**src/rtl/fragment_issue_throttle_pkg.sv**
```systemverilog
// Shared rasterizer constants for the fragment path.
// Payload = framebuffer index + rasterizer parameter bits.
package RasterizerDefines;

  localparam int FRAMEBUFFER_INDEX_WIDTH        = 14;
  localparam int RASTERIZER_AXIS_PARAMETER_SIZE = 32;
  localparam int DEFAULT_ISSUE_INTERVAL         = 2;

endpackage

```
**src/rtl/fragment_issue_throttle_skid.sv**
```systemverilog
// axis_skid_buffer: 2-entry fall-through skid, registered ready,
// tlast carried with data; occ reports stored entries.
module axis_skid_buffer #(
  parameter int DATA_WIDTH = 46
) (
  input  logic                  clk,
  input  logic                  rst_n,
  input  logic                  s_valid,
  output logic                  s_ready,
  input  logic                  s_last,
  input  logic [DATA_WIDTH-1:0] s_data,
  output logic                  m_valid,
  input  logic                  m_ready,
  output logic                  m_last,
  output logic [DATA_WIDTH-1:0] m_data,
  output logic [1:0]            occ
);

  typedef logic [DATA_WIDTH:0] beat_t;

  beat_t      mem_q [2];
  beat_t      mem_d [2];
  beat_t      head;
  logic [1:0] occ_q, occ_d;
  logic       rdy_q, rdy_d;
  logic       wp_q, wp_d;
  logic       rp_q, rp_d;
  logic       empty, in_hs, out_hs;
  logic       store, pop;

  assign empty   = occ_q == 2'd0;
  assign in_hs   = s_valid & rdy_q;
  // empty skid presents the incoming beat directly
  assign head    = empty ? {s_last, s_data} : mem_q[rp_q];
  assign m_valid = !empty | in_hs;
  assign out_hs  = m_valid & m_ready;
  assign store   = in_hs & !(empty & out_hs);
  assign pop     = out_hs & !empty;

  assign {m_last, m_data} = head;
  assign s_ready = rdy_q;
  assign occ     = occ_q;

  always_comb begin
    mem_d = mem_q;
    if (store) mem_d[wp_q] = {s_last, s_data};
    wp_d  = wp_q ^ store;
    rp_d  = rp_q ^ pop;
    occ_d = occ_q + {1'b0, store} - {1'b0, pop};
    rdy_d = occ_d != 2'd2;
  end

  always_ff @(posedge clk or negedge rst_n) begin
    if (!rst_n) begin
      mem_q[0] <= '0;
      mem_q[1] <= '0;
      occ_q    <= 2'd0;
      rdy_q    <= 1'b0;
      wp_q     <= 1'b0;
      rp_q     <= 1'b0;
    end else begin
      mem_q <= mem_d;
      occ_q <= occ_d;
      rdy_q <= rdy_d;
      wp_q  <= wp_d;
      rp_q  <= rp_d;
    end
  end

endmodule

```
**src/rtl/fragment_issue_throttle.sv**
```systemverilog
// Issue-slot throttle: skid input, free-running slot counter,
// output register that issues only when slotOpen.
module fragment_issue_throttle
  import RasterizerDefines::*;
#(
  parameter int DATA_WIDTH   = FRAMEBUFFER_INDEX_WIDTH
                             + RASTERIZER_AXIS_PARAMETER_SIZE,
  parameter int MAX_INTERVAL = 4,
  parameter int CNT_WIDTH    = $clog2(MAX_INTERVAL + 1)
) (
  input  logic                  clk,
  input  logic                  reset,
  input  logic [CNT_WIDTH-1:0]  confIssueInterval,
  input  logic                  s_axis_tvalid,
  output logic                  s_axis_tready,
  input  logic                  s_axis_tlast,
  input  logic [DATA_WIDTH-1:0] s_axis_tdata,
  output logic                  m_axis_tvalid,
  input  logic                  m_axis_tready,
  output logic                  m_axis_tlast,
  output logic [DATA_WIDTH-1:0] m_axis_tdata,
  output logic                  slotOpen,
  output logic                  busy
);

  function automatic logic [CNT_WIDTH-1:0] clamp_interval(
    input logic [CNT_WIDTH-1:0] v
  );
    if (v == '0) return CNT_WIDTH'(1);
    if (v > CNT_WIDTH'(MAX_INTERVAL)) return CNT_WIDTH'(MAX_INTERVAL);
    return v;
  endfunction

  logic [CNT_WIDTH-1:0]  cnt_q, cnt_d;
  logic [CNT_WIDTH-1:0]  act_q, act_d;
  logic                  ov_q, ov_d;
  logic                  olast_q, olast_d;
  logic [DATA_WIDTH-1:0] odata_q, odata_d;

  logic                  sk_valid, sk_ready, sk_last;
  logic [DATA_WIDTH-1:0] sk_data;
  logic [1:0]            sk_occ;
  logic                  wrap, xfer, load;

  axis_skid_buffer #(
    .DATA_WIDTH(DATA_WIDTH)
  ) u_skid (
    .clk     (clk),
    .rst_n   (reset),
    .s_valid (s_axis_tvalid),
    .s_ready (s_axis_tready),
    .s_last  (s_axis_tlast),
    .s_data  (s_axis_tdata),
    .m_valid (sk_valid),
    .m_ready (sk_ready),
    .m_last  (sk_last),
    .m_data  (sk_data),
    .occ     (sk_occ)
  );

  assign slotOpen = cnt_q == '0;
  // interval is only re-sampled at a period boundary
  assign wrap     = cnt_q == act_q - CNT_WIDTH'(1);
  assign xfer     = slotOpen & ov_q & m_axis_tready;
  assign sk_ready = !ov_q | xfer;
  assign load     = sk_valid & sk_ready;

  assign m_axis_tvalid = ov_q & slotOpen;
  assign m_axis_tlast  = olast_q;
  assign m_axis_tdata  = odata_q;
  assign busy          = ov_q | (sk_occ != 2'd0);

  always_comb begin
    cnt_d   = wrap ? '0 : cnt_q + CNT_WIDTH'(1);
    act_d   = wrap ? clamp_interval(confIssueInterval) : act_q;
    ov_d    = load | (ov_q & !xfer);
    olast_d = load ? sk_last : olast_q;
    odata_d = load ? sk_data : odata_q;
  end

  always_ff @(posedge clk or negedge reset) begin
    if (!reset) begin
      cnt_q   <= '0;
      act_q   <= CNT_WIDTH'(1);
      ov_q    <= 1'b0;
      olast_q <= 1'b0;
      odata_q <= '0;
    end else begin
      cnt_q   <= cnt_d;
      act_q   <= act_d;
      ov_q    <= ov_d;
      olast_q <= olast_d;
      odata_q <= odata_d;
    end
  end

endmodule
```
**config.mk**
```make
export PLATFORM = sky130hd
export DESIGN_NAME = fragment_issue_throttle
export DESIGN_NICKNAME = d
export VERILOG_FILES = /design/src/rtl/fragment_issue_throttle_pkg.sv /design/src/rtl/fragment_issue_throttle_skid.sv /design/src/rtl/fragment_issue_throttle.sv
export SDC_FILE = /design/constraint.sdc
export NUM_CORES = 1
export LEC_CHECK = 0
export CORE_ASPECT_RATIO = 0.9
export CORE_UTILIZATION = 30
export CTS_CLUSTER_DIAMETER = 50
export DETAILED_ROUTE_END_ITERATION = 10
export MAX_ROUTING_LAYER = met4
export PLACE_DENSITY = 0.51
export RECOVER_POWER = 25
export SETUP_SLACK_MARGIN = 0.3
export SLEW_MARGIN = 25
export SYNTH_ARGS = -nofsm -noshare
export SYNTH_HDL_FRONTEND = slang
export SYNTH_SLANG_ARGS = --single-unit
```
**constraint.sdc**
```tcl
create_clock -name clk -period 3.84 [get_ports clk]
set_clock_uncertainty 0.2 [all_clocks]
set_input_delay 1.152 -clock clk [delete_from_list [all_inputs] [get_ports clk]]
set_output_delay 1.152 -clock clk [all_outputs]
set_load 0.02 [all_outputs]
```
# [Word-level counts from Yosys, hierarchy flattened]
# Index checks and enable logic that the tools add are counted.
# Widths: inputs -> output; s select.
[word_totals] wordCells=61 in_bits=54 n_memories=0 output_inout_bits=51 latchBits=0 ramBits=0 rom_bits=0 ff_bits=153
[op_classes] n_eq_ne=2 mul=0 n_bitwise=16 n_lt_le_gt_ge=4 n_reduce_logical=9 muxes=15 addsub=4 shift=0 div=0
[ops] cell="$mux 47" n=5
[ops] cell="$bwmux 94" n=1
[ops] cell="$demux 47 s1" n=1
[ops] cell="$mux 3" n=5
[ops] cell="$and 1x1->1" n=8
[ops] cell="$logic_not 3->1" n=2
[ops] cell="$ge 2x2->1 const B" n=2
[ops] cell="$logic_not 1->1" n=4
[ops] cell="$not 1->2" n=2
[ops] cell="$or 1x1->1" n=4
[ops] cell="$add 3x1->3 const B" n=1
[ops] cell="$eq 3x3->1" n=1
[ops] cell="$gt 3x3->1 const B" n=1
[ops] cell="$mux 1" n=3
[ops] cell="$sub 3x1->3 const B" n=1
[ops] cell="$add 2x1->2" n=1
[ops] cell="$logic_not 2->1" n=1
[ops] cell="$lt 2x1->1 const B" n=1
[ops] cell="$ne 2x2->1 const B" n=1
[ops] cell="$reduce_bool 2->1" n=1
[ops] cell="$sub 2x1->2" n=1
[ops] cell="$xor 1x1->1" n=2
[ops] cell="$logic_and 1x1->1" n=1

# [Depth between registers and ports, before layout]
[depth] depth_word=11 ltp_mapped=10 ltp_nobuf=10

# [By module]
# From an unflattened synthesis, not the netlist that was laid out.
[hier_totals] cells_unflattened=530 hier_area_um2=7191.9
[modules_own_cells] mod="axis_skid_buffer" n_inst=1 cells_per_inst=387 seq_area_each_um2=2477.4 area_each_um2=4855.9
[modules_own_cells] mod="fragment_issue_throttle" n_inst=1 cells_per_inst=143 seq_area_each_um2=1352.5 area_each_um2=2336.0

# [Worst setup path before layout]
# OpenSTA, ideal clock, no wires.
[synth_path] path_type="input port to flip-flop" from="in m_axis_tready" to="reg u_skid.mem_q[10] in the netlist's numbering" stages=7 t_arrival_ns=2.456 path_buffers=2 setup_ns=0.125 setup_slack_ns=1.059 required_time_ns=3.515 path_cell_list="nand3b_4 nand2_1 a21oi_1 ha_1 buf_2 buf_2 mux2_2"
[synth_via] elab_chain_cells=6
[synth_rtl] item="start: declaration" line="fragment_issue_throttle.sv:19" source="input logic m_axis_tready,"
[synth_rtl] item="$and 1x1->1" line="fragment_issue_throttle.sv:64" source="assign xfer = slotOpen & ov_q & m_axis_tready;"
[synth_rtl] item="$or 1x1->1" line="fragment_issue_throttle.sv:65" source="assign sk_ready = !ov_q | xfer;"
[synth_rtl] item="$and 1x1->1" line="fragment_issue_throttle_skid.sv:36" source="assign out_hs = m_valid & m_ready;"
[synth_rtl] item="$and 1x1->1" line="fragment_issue_throttle_skid.sv:37" source="assign store = in_hs & !(empty & out_hs);"
[synth_rtl] item="$logic_not 1->1" line="fragment_issue_throttle_skid.sv:37"
[synth_rtl] item="$and 1x1->1" line="fragment_issue_throttle_skid.sv:37"
[synth_rtl] item="end signal: assignment" line="fragment_issue_throttle_skid.sv:62" source="mem_q <= mem_d;"
[synth_rtl] item="end: declaration" line="fragment_issue_throttle_skid.sv:21" source="beat_t mem_q [2];"
# Every way passes these cells.
# A chain may end at the register's enable or synchronous reset.

# [Worst setup path in the final report]
[layout_path] from="reg cnt_q[0]" to="out m_axis_tvalid"
[layout_via] elab_chain_cells=2
[layout_rtl] item="start: declaration" line="fragment_issue_throttle.sv:34" source="logic [CNT_WIDTH-1:0] cnt_q, cnt_d;"
[layout_rtl] item="start signal: assignment" line="fragment_issue_throttle.sv:89" source="cnt_q <= cnt_d;"
[layout_rtl] item="$logic_not 3->1" line="fragment_issue_throttle.sv:61" source="assign slotOpen = cnt_q == '0;"
[layout_rtl] item="$and 1x1->1" line="fragment_issue_throttle.sv:68" source="assign m_axis_tvalid = ov_q & slotOpen;"
[layout_rtl] item="end: declaration" line="fragment_issue_throttle.sv:18" source="output logic m_axis_tvalid,"
# Every way passes these cells.

==> flow_summary.ini <==
[route]
viasPerCell = 4.55
drtIter0Drc = 241
first_pass_iters = 4
drc_errors = 0
wl_per_cell_um = 14.9
routed_wl_mm = 14.5
vias = 4403
ant_nets = 0

[yosys]
muxShareOfSynthArea_pct = 22.7
synth_nets = 634
ys_ff_latch = 153
synthTopCellsByArea = dfrtp_1, mux2_2, mux2i_1, a21oi_1, o21ai_0
synth.largest_area_cell = dfrtp_1
synth-simple-area-share_pct = 6.85
synth_xor_xnor_area_share_pct = 1.16
synth-seq-area-share_pct = 56.5
synth_top_family_by_area = multiplexers
synthAdderAreaFrac_pct = 1.29
synth_common_cells = dfrtp_1, mux2_2, a21oi_1, nand2_1
avgSynthCellArea_sq_um = 11.8
synth.most_common_cell = dfrtp_1
syn_area_sq_um = 6770
yosysWarnings = 0
synth_compound_area_share_pct = 8.11
synth.distinct_cells = 32
syn_inst = 573
async_reset_ff_share_pct = 100
synth_top_area_share_pct = 56.2
synthFlopType = dfrtp_1
synth-edff-count = 0

[critical_path]
startpoint = cnt_q[0]$_DFF_PN0_
r2r-end = u_skid.mem_q[69]$_DFFE_PN0P_
r2r_start = cnt_q[0]$_DFF_PN0_
worstPathCellList = inv_1, ha_1, nor2b_1, and2_1, clkdlybuf4s50_1
critPathMaxFanout = 3
r2r_cells = 8
endpoint_kind = output pin
crit_path_end = m_axis_tvalid
max_stage_delay_ns = 0.59
start_kind = flip-flop
path_class = reg -> out
slowest_stage = clkdlybuf4s50_1
regToRegSetupSlack_ns = 1.42
crit_required_ns = 2.49
arrival_ns = 2.05

[sta]
maxSlewHeadroom_pct = -10.9
worst_slew_pin_slew_ns = 1.66
tns_ns = 0
setup_violations = 0
min_period_ns = 3.40
fmax_mhz = 294
fin_crit_sh_pct = 88.6
final_hold_viol_count = 0
slew_viol_final = 62
rsz0062_at_grt = no

[global_route]
grt_pass1_vias = 4762
grt_pass1_wl_mm = 24.1
grt_max_degree = 95
groute.usage.overall_pct = 13.7
grt-ovfl-total = 0
antenna_found_initial = 0

[power_and_ir_drop]
p_comb_share_pct = 40.3
pwr-share-clk_pct = 22.7
p_leak_uw = 0.00378
p_per_area_nw_per_um2 = 917
total_power_uw = 7980
p_int_uw = 5250
netSwitchingPower_uw = 2730
p_seq_share_pct = 37.1
vdd_drop_max_uv = 357
switching_share_pct = 34.2

[clock_tree]
cts.repair.resized = 0
cts_max_path_buffers = 2
cts_inserted_buffers = 17
cts-root-buf = clkbuf_16
cts_tree = built
cts.hold.buffers_added = 0
cts_setup_buffers = 0
cts.sinks = 153
htreeDepth = 4
clk_latency_ns = 0.41
clkSlewWorstSetupHoldPaths_ns = 0.06

[placed_design]
gp_congestion = 0.726
port_buffers = 104
dp.final_hpwl_mm = 9.15
dp.cells = 937

[floorplanning]
row_count = 51
dieArea_sq_um = 23200
coreArea_sq_um = 21900
io_pins = 105
die_w_um = 160
start_util_pct = 30.9
chipHeight_um = 145

[hold_path]
min_from = m_axis_tdata[28]$_DFFE_PN0N_
hp-class = reg -> reg
whs_path_depth = 2

[run]
maxCapViolations = 1

[status]
status = finished with violations
violations = capacitance limit, slew limit

[finish]
syn_to_final_growth_pct = 28.5
n_fill_cell = 2093
diodes = 0
layoutNonFillerInstCount = 968
final_layout_size_suffix_gt1_share_pct = 20.1
nNetsFinal = 726
## how the worst min path moves through the flow
| stage | end |
|---|---|
| after global placement | m_axis_tdata[8]$_DFFE_PN0N_ |
| after CTS | m_axis_tdata[28]$_DFFE_PN0N_ |
| after detailed placement | m_axis_tdata[28]$_DFFE_PN0N_ |
| after global routing | u_skid.mem_q[84]$_DFFE_PN0P_ |
| after floorplan | u_skid.mem_q[47]$_DFFE_PN0P_ |
| final | m_axis_tdata[28]$_DFFE_PN0N_ |
## cells in the final DEF (no fill, tap or decap), drive strengths merged, types with 5 or more instances in the layout
cell type	instances
nor2	49
a21oi	50
clkbuf	24
inv	10
mux2i	48
bufinv	5
o21ai	50
nand2	50
ha	7
dfrtp	152
mux2	94
clkdlybuf4s50	103
xnor2	5
## state kept, by name (all words and copies together) (netlist names)
signal	cells
u_skid.mem_q	94
m_axis_tdata	46
act_q	3
cnt_q	3
u_skid.occ	2
m_axis_tlast	1
ov_q	1
u_skid.rp_q	1
u_skid.s_ready	1
u_skid.wp_q	1
## per-layer routing
| layer | track usage (%) | vias to the layer above | routed length (um) |
|---|---|---|---|
| met4 | 3.86 | 0 | 128 |
| met5 | - | - | 0 |
| met3 | 3.79 | 14 | 552 |
| met2 | 21.3 | 84 | 6580 |
| met1 | 17.5 | 2158 | 7190 |
| li1 | - | 2147 | - |
## layout make-up
cell class | instances | area (sq um) | area share, %
multi-input combinational | 374 | 2730 | 31.3
inverter | 10 | 37.5 | 0.431
timing repair buffer | 109 | 1110 | 12.7
sequential | 153 | 3830 | 44.0
clock inverter | 9 | 170 | 1.95
tap | 291 | 364 | 4.18
clock buffer | 22 | 464 | 5.33
## critical path, delay by kind of cell, from the launching register on
| kind | cells | cell delay, ns |
|---|---|---|
| adders and majority gates | 1 | 0.22 |
| and+or+nand+nor | 2 | 0.32 |
| DFF | 1 | 0.40 |
| buffers and inverters | 2 | 0.69 |
## metrics by stage
stage	worst slack, ns	instance area, sq um	hold WS, ns	util, %
after floorplan	1.06	6770	0.280	-
after global placement	0.532	8080	0.271	36.9
after detailed placement	0.487	8080	0.274	36.9
after CTS	0.387	8720	0.287	39.8
after global routing	0.261	8710	0.312	39.8
final	0.439	8710	0.279	39.8
## logic make-up after synthesis
family / Yosys count
flops: 153
mux: 142
simple gates: 111
compound gates: 105
buf+inv: 46
xor+xnor: 9
fa+ha+maj: 7
## power by group through the flow
stage / Clock [uW] / Sequential, uW / Combinational [uW]
floorplan: 0 / 3020 / 2170
global placement: 0 / 2950 / 3180
detailed placement: 0 / 3000 / 3270
CTS: 1860 / 2980 / 3280
global route: 1930 / 3090 / 3580
finish: 1810 / 2960 / 3210
Power figures use the tool's default switching activity.
